### src/rtl/nibble_bus_pkg.sv
// -----------------------------------------------------------------------------
// nibble_bus_pkg
// Constants shared between the 4-bit CPU core and its memory-side responder:
// bus cycle-type codes, data-cycle sub-codes, the loader state encoding and
// the fixed geometry of the program/data stores.
// -----------------------------------------------------------------------------
package nibble_bus_pkg;

    // Cycle type carried on bus_ctl[5:4]
    localparam logic [1:0] CYC_F1   = 2'b00;
    localparam logic [1:0] CYC_F2   = 2'b01;
    localparam logic [1:0] CYC_F3   = 2'b10;
    localparam logic [1:0] CYC_DATA = 2'b11;

    // Data-cycle sub-code carried on bus_ctl[7:6]
    localparam logic [1:0] SUB_WR = 2'b00;
    localparam logic [1:0] SUB_RD = 2'b01;

    // Store geometry
    localparam int NIB_PER_INSTR = 3;
    localparam int DMEM_DEPTH    = 16;

    // Loader state
    typedef enum logic [1:0] {
        LD_IDLE    = 2'b00,
        LD_LOADING = 2'b01,
        LD_DONE    = 2'b10
    } ld_state_t;

    // Total loader slots for a given program address width
    function automatic int loader_slots(input int prog_aw);
        return NIB_PER_INSTR * (2 ** prog_aw) + DMEM_DEPTH;
    endfunction

endpackage

### src/rtl/nibble_bus_decode.sv
// -----------------------------------------------------------------------------
// nibble_bus_decode
// Purely combinational decode of one CPU nibble-bus cycle.
//
// Ports:
//   bus_addr  in  8          CPU address (PC[9:2] on fetch, {4'b0,imm} on data)
//   bus_ctl   in  8          [7:6] sub-code, [5:4] cycle type, [3:0] write data
//   bus_oe    in  8          CPU output enables
//   fetch_idx out PROG_AW    instruction index (upper bits alias away)
//   nib_sel   out 2          nibble of the instruction selected by a fetch
//   is_fetch  out 1          cycle is one of the three fetch phases
//   rd        out 1          well-formed data read
//   wr        out 1          well-formed data write (all enables driven)
//   err       out 1          malformed data cycle
//   daddr     out 4          data RAM address
//   wdata     out 4          data RAM write nibble
// -----------------------------------------------------------------------------
module nibble_bus_decode
    import nibble_bus_pkg::*;
#(
    parameter int PROG_AW = 4
) (
    input  logic [7:0]         bus_addr,
    input  logic [7:0]         bus_ctl,
    input  logic [7:0]         bus_oe,
    output logic [PROG_AW-1:0] fetch_idx,
    output logic [1:0]         nib_sel,
    output logic               is_fetch,
    output logic               rd,
    output logic               wr,
    output logic               err,
    output logic [3:0]         daddr,
    output logic [3:0]         wdata
);

    logic       is_data;
    logic [1:0] sub_code;

    assign sub_code = bus_ctl[7:6];
    assign is_data  = (bus_ctl[5:4] == CYC_DATA);
    assign is_fetch = !is_data;
    assign nib_sel  = bus_ctl[5:4];

    // The PC is split across bus_addr and the sub-code field; truncating the
    // concatenation makes instruction addresses beyond the store alias.
    assign fetch_idx = PROG_AW'({bus_addr, bus_ctl[7:6]});

    assign daddr = bus_addr[3:0];
    assign wdata = bus_ctl[3:0];

    assign rd  = is_data && (sub_code == SUB_RD);
    assign wr  = is_data && (sub_code == SUB_WR) && (bus_oe == 8'hFF);
    // A data cycle is bad if it is neither a clean read nor a clean write, or
    // if the immediate spills into the upper address nibble.
    assign err = is_data && (!(rd || wr) || (bus_addr[7:4] != 4'h0));

endmodule

### src/rtl/nibble_mem_responder.sv
// -----------------------------------------------------------------------------
// nibble_mem_responder
// Memory side of the 4-bit CPU nibble bus. Answers instruction fetches from a
// flop-based program store and data reads/writes from a 16-nibble data RAM,
// all with zero latency. A valid/ready loader port preloads both stores while
// the CPU is held in reset.
//
// Ports:
//   clk        in  1   clock
//   rst_n      in  1   synchronous active-low reset
//   bus_addr   in  8   CPU address output
//   bus_ctl    in  8   CPU uio output (sub-code, cycle type, write data)
//   bus_oe     in  8   CPU uio output enables
//   bus_rdata  out 4   nibble returned to the CPU
//   ld_en      in  1   loader mode (level)
//   ld_valid   in  1   loader nibble valid
//   ld_data    in  4   loader nibble
//   ld_ready   out 1   loader accepts a nibble this cycle
//   ld_done    out 1   every slot has been loaded
//   proto_err  out 1   sticky protocol-error flag
// -----------------------------------------------------------------------------
module nibble_mem_responder
    import nibble_bus_pkg::*;
#(
    parameter int PROG_AW = 4
) (
    input  logic       clk,
    input  logic       rst_n,
    input  logic [7:0] bus_addr,
    input  logic [7:0] bus_ctl,
    input  logic [7:0] bus_oe,
    output logic [3:0] bus_rdata,
    input  logic       ld_en,
    input  logic       ld_valid,
    input  logic [3:0] ld_data,
    output logic       ld_ready,
    output logic       ld_done,
    output logic       proto_err
);

    localparam int PROG_N = NIB_PER_INSTR * (2 ** PROG_AW);
    localparam int SLOTS  = loader_slots(PROG_AW);
    localparam int PTR_W  = $clog2(SLOTS);
    localparam logic [PTR_W-1:0] LAST_SLOT = PTR_W'(SLOTS - 1);

    // ---------------------------------------------------------------- decode
    logic [PROG_AW-1:0] fetch_idx;
    logic [1:0]         nib_sel;
    logic               is_fetch;
    logic               rd;
    logic               wr;
    logic               err;
    logic [3:0]         daddr;
    logic [3:0]         wdata;

    nibble_bus_decode #(
        .PROG_AW (PROG_AW)
    ) u_decode (
        .bus_addr  (bus_addr),
        .bus_ctl   (bus_ctl),
        .bus_oe    (bus_oe),
        .fetch_idx (fetch_idx),
        .nib_sel   (nib_sel),
        .is_fetch  (is_fetch),
        .rd        (rd),
        .wr        (wr),
        .err       (err),
        .daddr     (daddr),
        .wdata     (wdata)
    );

    // ----------------------------------------------------------- loader FSM
    ld_state_t        state_reg;
    logic [PTR_W-1:0] ptr_reg;
    logic             ld_acc;

    assign ld_ready = (state_reg == LD_LOADING);
    assign ld_done  = (state_reg == LD_DONE);
    assign ld_acc   = ld_ready && ld_valid;

    always_ff @(posedge clk) begin
        if (!rst_n) begin
            state_reg <= LD_IDLE;
            ptr_reg   <= '0;
        end else if (!ld_en) begin
            // Dropping ld_en abandons any load; written nibbles are kept.
            state_reg <= LD_IDLE;
        end else begin
            case (state_reg)
                LD_IDLE: begin
                    state_reg <= LD_LOADING;
                    ptr_reg   <= '0;
                end
                LD_LOADING: begin
                    if (ld_valid) begin
                        // Hold the pointer on the last slot rather than let
                        // it wrap; DONE blocks further acceptance anyway.
                        if (ptr_reg == LAST_SLOT) begin
                            state_reg <= LD_DONE;
                        end else begin
                            ptr_reg <= ptr_reg + 1'b1;
                        end
                    end
                end
                LD_DONE:  state_reg <= LD_DONE;
                default:  state_reg <= LD_IDLE;
            endcase
        end
    end

    // -------------------------------------------------------- program store
    // Linear nibble array: instruction i occupies slots 3i, 3i+1, 3i+2.
    logic [3:0] prog_mem [PROG_N];

    generate
        for (genvar gi = 0; gi < PROG_N; gi++) begin : g_prog
            logic [3:0] nib_reg;
            always_ff @(posedge clk) begin
                if (!rst_n) begin
                    nib_reg <= 4'h0;
                end else if (ld_acc && (ptr_reg == PTR_W'(gi))) begin
                    nib_reg <= ld_data;
                end
            end
            assign prog_mem[gi] = nib_reg;
        end
    endgenerate

    // ------------------------------------------------------------- data RAM
    // Loader slots PROG_N..PROG_N+15 map to dmem[0..15]. CPU writes are only
    // honoured outside loader mode.
    logic [3:0] dmem [DMEM_DEPTH];

    generate
        for (genvar gi = 0; gi < DMEM_DEPTH; gi++) begin : g_dmem
            logic [3:0] nib_reg;
            always_ff @(posedge clk) begin
                if (!rst_n) begin
                    nib_reg <= 4'h0;
                end else if (ld_acc && (ptr_reg == PTR_W'(PROG_N + gi))) begin
                    nib_reg <= ld_data;
                end else if (!ld_en && wr && (daddr == 4'(gi))) begin
                    nib_reg <= wdata;
                end
            end
            assign dmem[gi] = nib_reg;
        end
    endgenerate

    // ------------------------------------------------------------ read path
    logic [PTR_W-1:0] fetch_slot;

    // Only meaningful on fetch cycles, where nib_sel is 0..2, so the slot
    // always lands inside the store.
    assign fetch_slot = PTR_W'(fetch_idx) * PTR_W'(NIB_PER_INSTR) + PTR_W'(nib_sel);

    always_comb begin
        bus_rdata = 4'h0;
        if (!ld_en) begin
            if (is_fetch) begin
                bus_rdata = prog_mem[fetch_slot];
            end else if (rd) begin
                bus_rdata = dmem[daddr];
            end
        end
    end

    // ------------------------------------------------------- protocol error
    logic proto_err_reg;

    always_ff @(posedge clk) begin
        if (!rst_n) begin
            proto_err_reg <= 1'b0;
        end else if (!ld_en && err) begin
            proto_err_reg <= 1'b1;
        end
    end

    assign proto_err = proto_err_reg;

endmodule

### config.mk
export PLATFORM = sky130hd
export DESIGN_NAME = nibble_mem_responder
export DESIGN_NICKNAME = d
export VERILOG_FILES = /design/src/rtl/nibble_bus_pkg.sv /design/src/rtl/nibble_bus_decode.sv /design/src/rtl/nibble_mem_responder.sv
export SDC_FILE = /design/constraint.sdc
export NUM_CORES = 1
export LEC_CHECK = 0
export CAP_MARGIN = 15
export CORE_ASPECT_RATIO = 1.2
export CORE_UTILIZATION = 39
export DETAILED_ROUTE_END_ITERATION = 8
export GPL_ROUTABILITY_DRIVEN = 0
export GPL_TIMING_DRIVEN = 0
export PLACE_DENSITY = 0.56
export SKIP_CTS_REPAIR_TIMING = 1
export SLEW_MARGIN = 5
export SYNTH_ARGS = -nofsm -noshare
export SYNTH_HDL_FRONTEND = slang
export SYNTH_HIERARCHICAL = 1
export SYNTH_SLANG_ARGS = --single-unit
### constraint.sdc
create_clock -name clk -period 8.74 [get_ports clk]
set_input_delay 0.874 -clock clk [delete_from_list [all_inputs] [get_ports clk]]
set_output_delay 0.874 -clock clk [all_outputs]
set_load 0.1 [all_outputs]
Word-level counts from Yosys, hierarchy flattened --
Cells that the tools add are included.
Storage, ports and cells: flip-flop bits (word level) 265, output and inout port bits 7, word-level logic and storage cells 323
Cells by class: mux-type cells 47, reductions and logical operators 116, $add $sub $neg 2, $mul 1, equality and inequality tests 86, $lt $le $gt $ge 2, bitwise logic cells 2
Operators with widths (count):
- 6-bit equality test (second input constant) | 32
- 4-bit 2-to-1 mux | 39
- 6-bit by 5-bit equality test with 1-bit output (second input constant) | 16
- 1-bit logical AND | 87
- 6-bit by 4-bit equality test with 1-bit output (second input constant) | 8
- 2-bit nonzero test | 17
- 4-bit equality test (second input constant) | 8
- 4-bit binary-select mux with 6-bit select | 1
- 6-bit by 3-bit equality test with 1-bit output (second input constant) | 4
- 4-bit binary-select mux with 4-bit select | 1
- 4-bit by 3-bit equality test with 1-bit output (second input constant) | 4
- 6-bit by 2-bit equality test with 1-bit output (second input constant) | 2
- 6-bit 2-to-1 mux | 2
- 6-bit case mux with 2 select lines | 1
- 4-bit by 2-bit equality test with 1-bit output (second input constant) | 2
- 8-bit equality test (second input constant) | 1
- 7-bit >= comparator (second input constant) | 1
- 6-bit NOT with 7-bit output | 1
- 6-bit by 1-bit adder with 6-bit output (second input constant) | 1
- 6-bit by 2-bit adder with 6-bit output | 1
- 6-bit by 1-bit equality test with 1-bit output (second input constant) | 1
- 6-bit logical NOT | 1
- 4-bit by 2-bit multiplier with 6-bit output (second input constant) | 1
- 2-bit case mux with 3 select lines | 1
- other kinds (15) | 23

Longest topological paths before layout --
depth after elaboration 8, gate-level depth with buffers 13, depth with buffers taken out 12

Cells and area by module --
Netlist, hierarchy kept.
Modules (own cells, without submodules):
- nibble_mem_responder | cells an instance 1509, instances 1, area an instance 13535.5 um^2
- nibble_bus_decode | cells an instance 24, instances 1, area an instance 176.4 um^2

Worst setup path after synthesis --
No wires, ideal clock.
path type input to output, start in bus_ctl[6], end out bus_rdata[0], path slack 3.670 ns, stages 13, data required time 7.866 ns, buffers on the path 3, arrival 4.196 ns, cell sequence buf_4 inv_1 fa_1 inv_1 ha_1 inv_1 fa_1 buf_2 buf_2 mux4_2 a22oi_1 nand4_1 a31o_1
On the way: cells in the longest elaborated chain, start to end 8
Ends and longest elaborated chain:
- from (decl) | line nibble_mem_responder.sv:30 | input logic [7:0] bus_ctl,
- 4-bit by 2-bit multiplier with 6-bit output | line nibble_mem_responder.sv:155 | assign fetch_slot = PTR_W'(fetch_idx) * PTR_W'(NIB_PER_INSTR) + PTR_W'(nib_sel);
- 6-bit by 2-bit adder with 6-bit output | line nibble_mem_responder.sv:155
- 6-bit NOT with 7-bit output (implied by the code) | line nibble_mem_responder.sv:161 | bus_rdata = prog_mem[fetch_slot];
- 4-bit binary-select mux with 6-bit select | line nibble_mem_responder.sv:161
- 4-bit 2-to-1 mux (implied by the code) (2 in a row) | line nibble_mem_responder.sv:161
- 4-bit 2-to-1 mux (*) | line nibble_mem_responder.sv:160 | if (is_fetch) begin
- 4-bit 2-to-1 mux (*) | line nibble_mem_responder.sv:159 | if (!ld_en) begin
- to (decl) | line nibble_mem_responder.sv:32 | output logic [3:0] bus_rdata,
Every way passes the cells marked *; elsewhere a longest branch is shown, timed or not. The select of a mux whose other input is x is not followed.

Worst setup path in the final report --
start in bus_ctl[6], end out bus_rdata[3]
The elaborated chain is that of the path after synthesis.

==> results by group <==
Global routing
  – Largest net degree at the start of global routing: 15
  – First-pass GRT wire length: 73,400 um
  – Vias in the first global route: 12,100
  – Initial antenna violation count: 0
  – Grt ovf: 0
  – Global-route usage over all layers: 26.9%

Cells and area
  – Largest register FFs: 192
  – # diodes: 0
  – Final nets: 1,637
  – Most common cell after layout, fill and taps aside: nand2_1
  – Layout cell share with drive strength beyond 1: 9.49%
  – Area of the multi-input gates: 7680 um2
  – Layout Area Growth over Synthesis: 14.1%
  – Most frequent cells in the layout: 290 x nand2_1, 265 x dfxtp_1, 143 x o21ai_0
  – Register area: 5310 um2
  – Fillers: 3,391

Timing
  – Fin crit share: 82.2%
  – Final min period: 7.19 ns
  – Post-Route Setup TNS: 0 ns
  – Count of pins over their slew limit: 0
  – Skew final: 0.0137 ns
  – Final Setup Violations: 0
  – Setup ws final: 1.55 ns
  – RSZ-0062 raised after global routing: false
  – Final Hold Slack: 0.464 ns
  – Slew HR: 30.5%
  – Final Hold Fails: 0
  – Worst Max-Slew Pin Slew: 1.04 ns
  – Fmax: 0.139 GHz

Detailed routing
  – DR iter-0 viols: 1,094
  – WL/cell: 23.4 um
  – Detailed Route WL: 48,400 um
  – DRC viols: 0
  – Routed Antenna Nets: 0
  – Routed vias/inst: 5.81
  – Pre-Repair DR Iteration Count: 5
  – Via Count: 12,000

Place
  – HPWL Detailed: 35,500 um
  – Dpl ws: 1.58 ns
  – PortBufs: 24

Logic synthesis
  – Post-synth EDFFs: 0
  – Ranking of synthesized cells by area: dfxtp_1 39%, mux4_2 9.9%, nand2_1 7.9%
  – Avg Inst Size Synth: 8.94 um2
  – Mapped Area: 13,700 um2
  – Gate Count Post-Synth: 1,533
  – Top FF cell, synth: dfxtp_1
  – Fraction of registers with async set/reset: 0%
  – Syn_nets: 1,581
  – Distinct cells, synth: 47
  – Synth Warn #: 6
  – Synth Register Bits: 265
  – Post-synth top area share: 38.7%
  – Most area-hungry cell type in the Yosys netlist: dfxtp_1
  – Seq/Total Area, Yosys: 38.7%

Setup path
  – Register-to-Register Path Depth: 7
  – Worst Path Arrival: 6.31 ns
  – CP endpoint: bus_rdata[3]
  – RR Startpoint: ptr_reg[2]
  – Worst R2R Setup Slack: 6.27 ns
  – Crit start category: primary input
  – Critical Path End Type: primary output
  – Worst flop-to-flop path endpoint: g_prog[34].nib_reg[1]
  – Setup crit start: bus_ctl[6]
  – CP max FO: 10
  – Setup CP Type: in -> out
  – Critical path required time: 7.87 ns

Die
  – Die span in x: 173 um
  – Core Area: 34,400 um2
  – # IOs: 39
  – Die Ht: 207 um
  – FP Rows: 74
  – Initial Util: 39.9%
  – Die Footprint: 35,900 um2

Status
  – Status: finished, final reports clean

Clock network
  – Root Driver: clkbuf_16
  – Clock Latency Late Sink: 0.57 ns
  – Worst-path clk slew: 0.06 ns
  – Total CTS buffers: 30
  – CTS H-tree depth: 1
  – CTS tree: done
  – CTS Sinks: 265
  – Clock buffer depth: 3

Worst hold path
  – Hold Path Class: reg -> reg

Run
  – Max_cap viols: 0

Power
  – Leakage dissipation: 5.99 nW
  – Power density over the cells: 189 nW/um2
  – Peak VDD IR: 0.144 mV
[report_power, final]
| group | switching, mW | internal (mW) | leakage, nW | total [mW] |
|---|---|---|---|---|
| registers | 0.000972 | 1.21 | 2.13 | 1.21 |
| logic | 0.217 | 0.0961 | 3.29 | 0.313 |
| clock network | 0.542 | 0.897 | 0.563 | 1.44 |
| total | 0.760 | 2.20 | 5.99 | 2.96 |
[synthesized netlist by cell type (14+ instances only)]
cell / number
a22oi_1: 22
buf_2: 16
mux4_2: 60
a21boi_0: 69
a21boi_1: 115
o211a_1: 64
dfxtp_1: 265
clkbuf_1: 118
nand2_1: 290
buf_4: 15
nand3_1: 113
inv_1: 15
o21ai_0: 143
mux2i_1: 48
nor2b_1: 24
nor2_1: 54
ha_1: 14
[critical path: stages]
cell and delay [ns]:
clkdlybuf4s50_1 0.56, buf_4 0.15, inv_1 0.05, fa_1 0.46
inv_1 0.07, ha_1 0.16, inv_1 0.07, fa_1 0.63
buf_2 0.38, buf_2 0.55, mux4_2 0.58, a22oi_1 0.33
nand4_1 0.16, a31o_1 0.28, clkdlybuf4s50_1 0.98
[cell type report]
type	count	share of cell area, %
Buffer	157	4.30
Clock buffer	42	5.80
Inverter	15	0.360
Sequential cell	265	33.9
Multi-Input combinational cell	1096	49.1
Timing Repair Buffer	24	1.53
Tap cell	456	3.65
Clock inverter	13	1.41
[stage by stage]
stage               power, mW  util [%]  area [um2]  cells
finish                   2.96      45.6       15700   2068
global route             3.04      45.6       15700   2068
CTS                      2.97      45.6       15700   2068
detailed placement       1.55      42.3       14500   2013
global placement         1.55      42.3       14500   2013
floorplan                1.43         -       13700   1533
[per-layer routing]
metal | wire length (um) | global-route usage [%] | vias up | share of wire, %
li1 | - | - | 5565 | -
met1 | 19100 | 31.9 | 5921 | 39
met2 | 24200 | 47.6 | 408 | 50
met3 | 2710 | 3.64 | 128 | 5.6
met4 | 2340 | 13.1 | 0 | 4.8
met5 | 0 | 0 | - | 0
[worst min path at each step]
| stage | start | to | slack (ns) | cells past startpoint |
|---|---|---|---|---|
| 6_report | g_prog[16].nib_reg[2] | g_prog[16].nib_reg[2] | 0.46 | 2 |
| 3_3_place_gp | g_prog[19].nib_reg[2] | g_prog[19].nib_reg[2] | 0.44 | 2 |
| 3_5_place_dp | g_prog[19].nib_reg[2] | g_prog[19].nib_reg[2] | 0.45 | 2 |
| 4_1_cts | g_prog[19].nib_reg[2] | g_prog[19].nib_reg[2] | 0.47 | 2 |
| 2_1_floorplan | g_prog[17].nib_reg[1] | g_prog[17].nib_reg[1] | 0.43 | 2 |
| 5_1_grt | g_prog[19].nib_reg[0] | g_prog[19].nib_reg[0] | 0.49 | 2 |
[logic make-up after synthesis]
group / synth area share, %
simple gates: 16.7
compound gates: 22.4
flops: 38.7
buf+inv: 5.32
mux: 14.9
fa+ha+maj: 1.57
xor+xnor: 0.447
(Power assumes the default switching activity.)
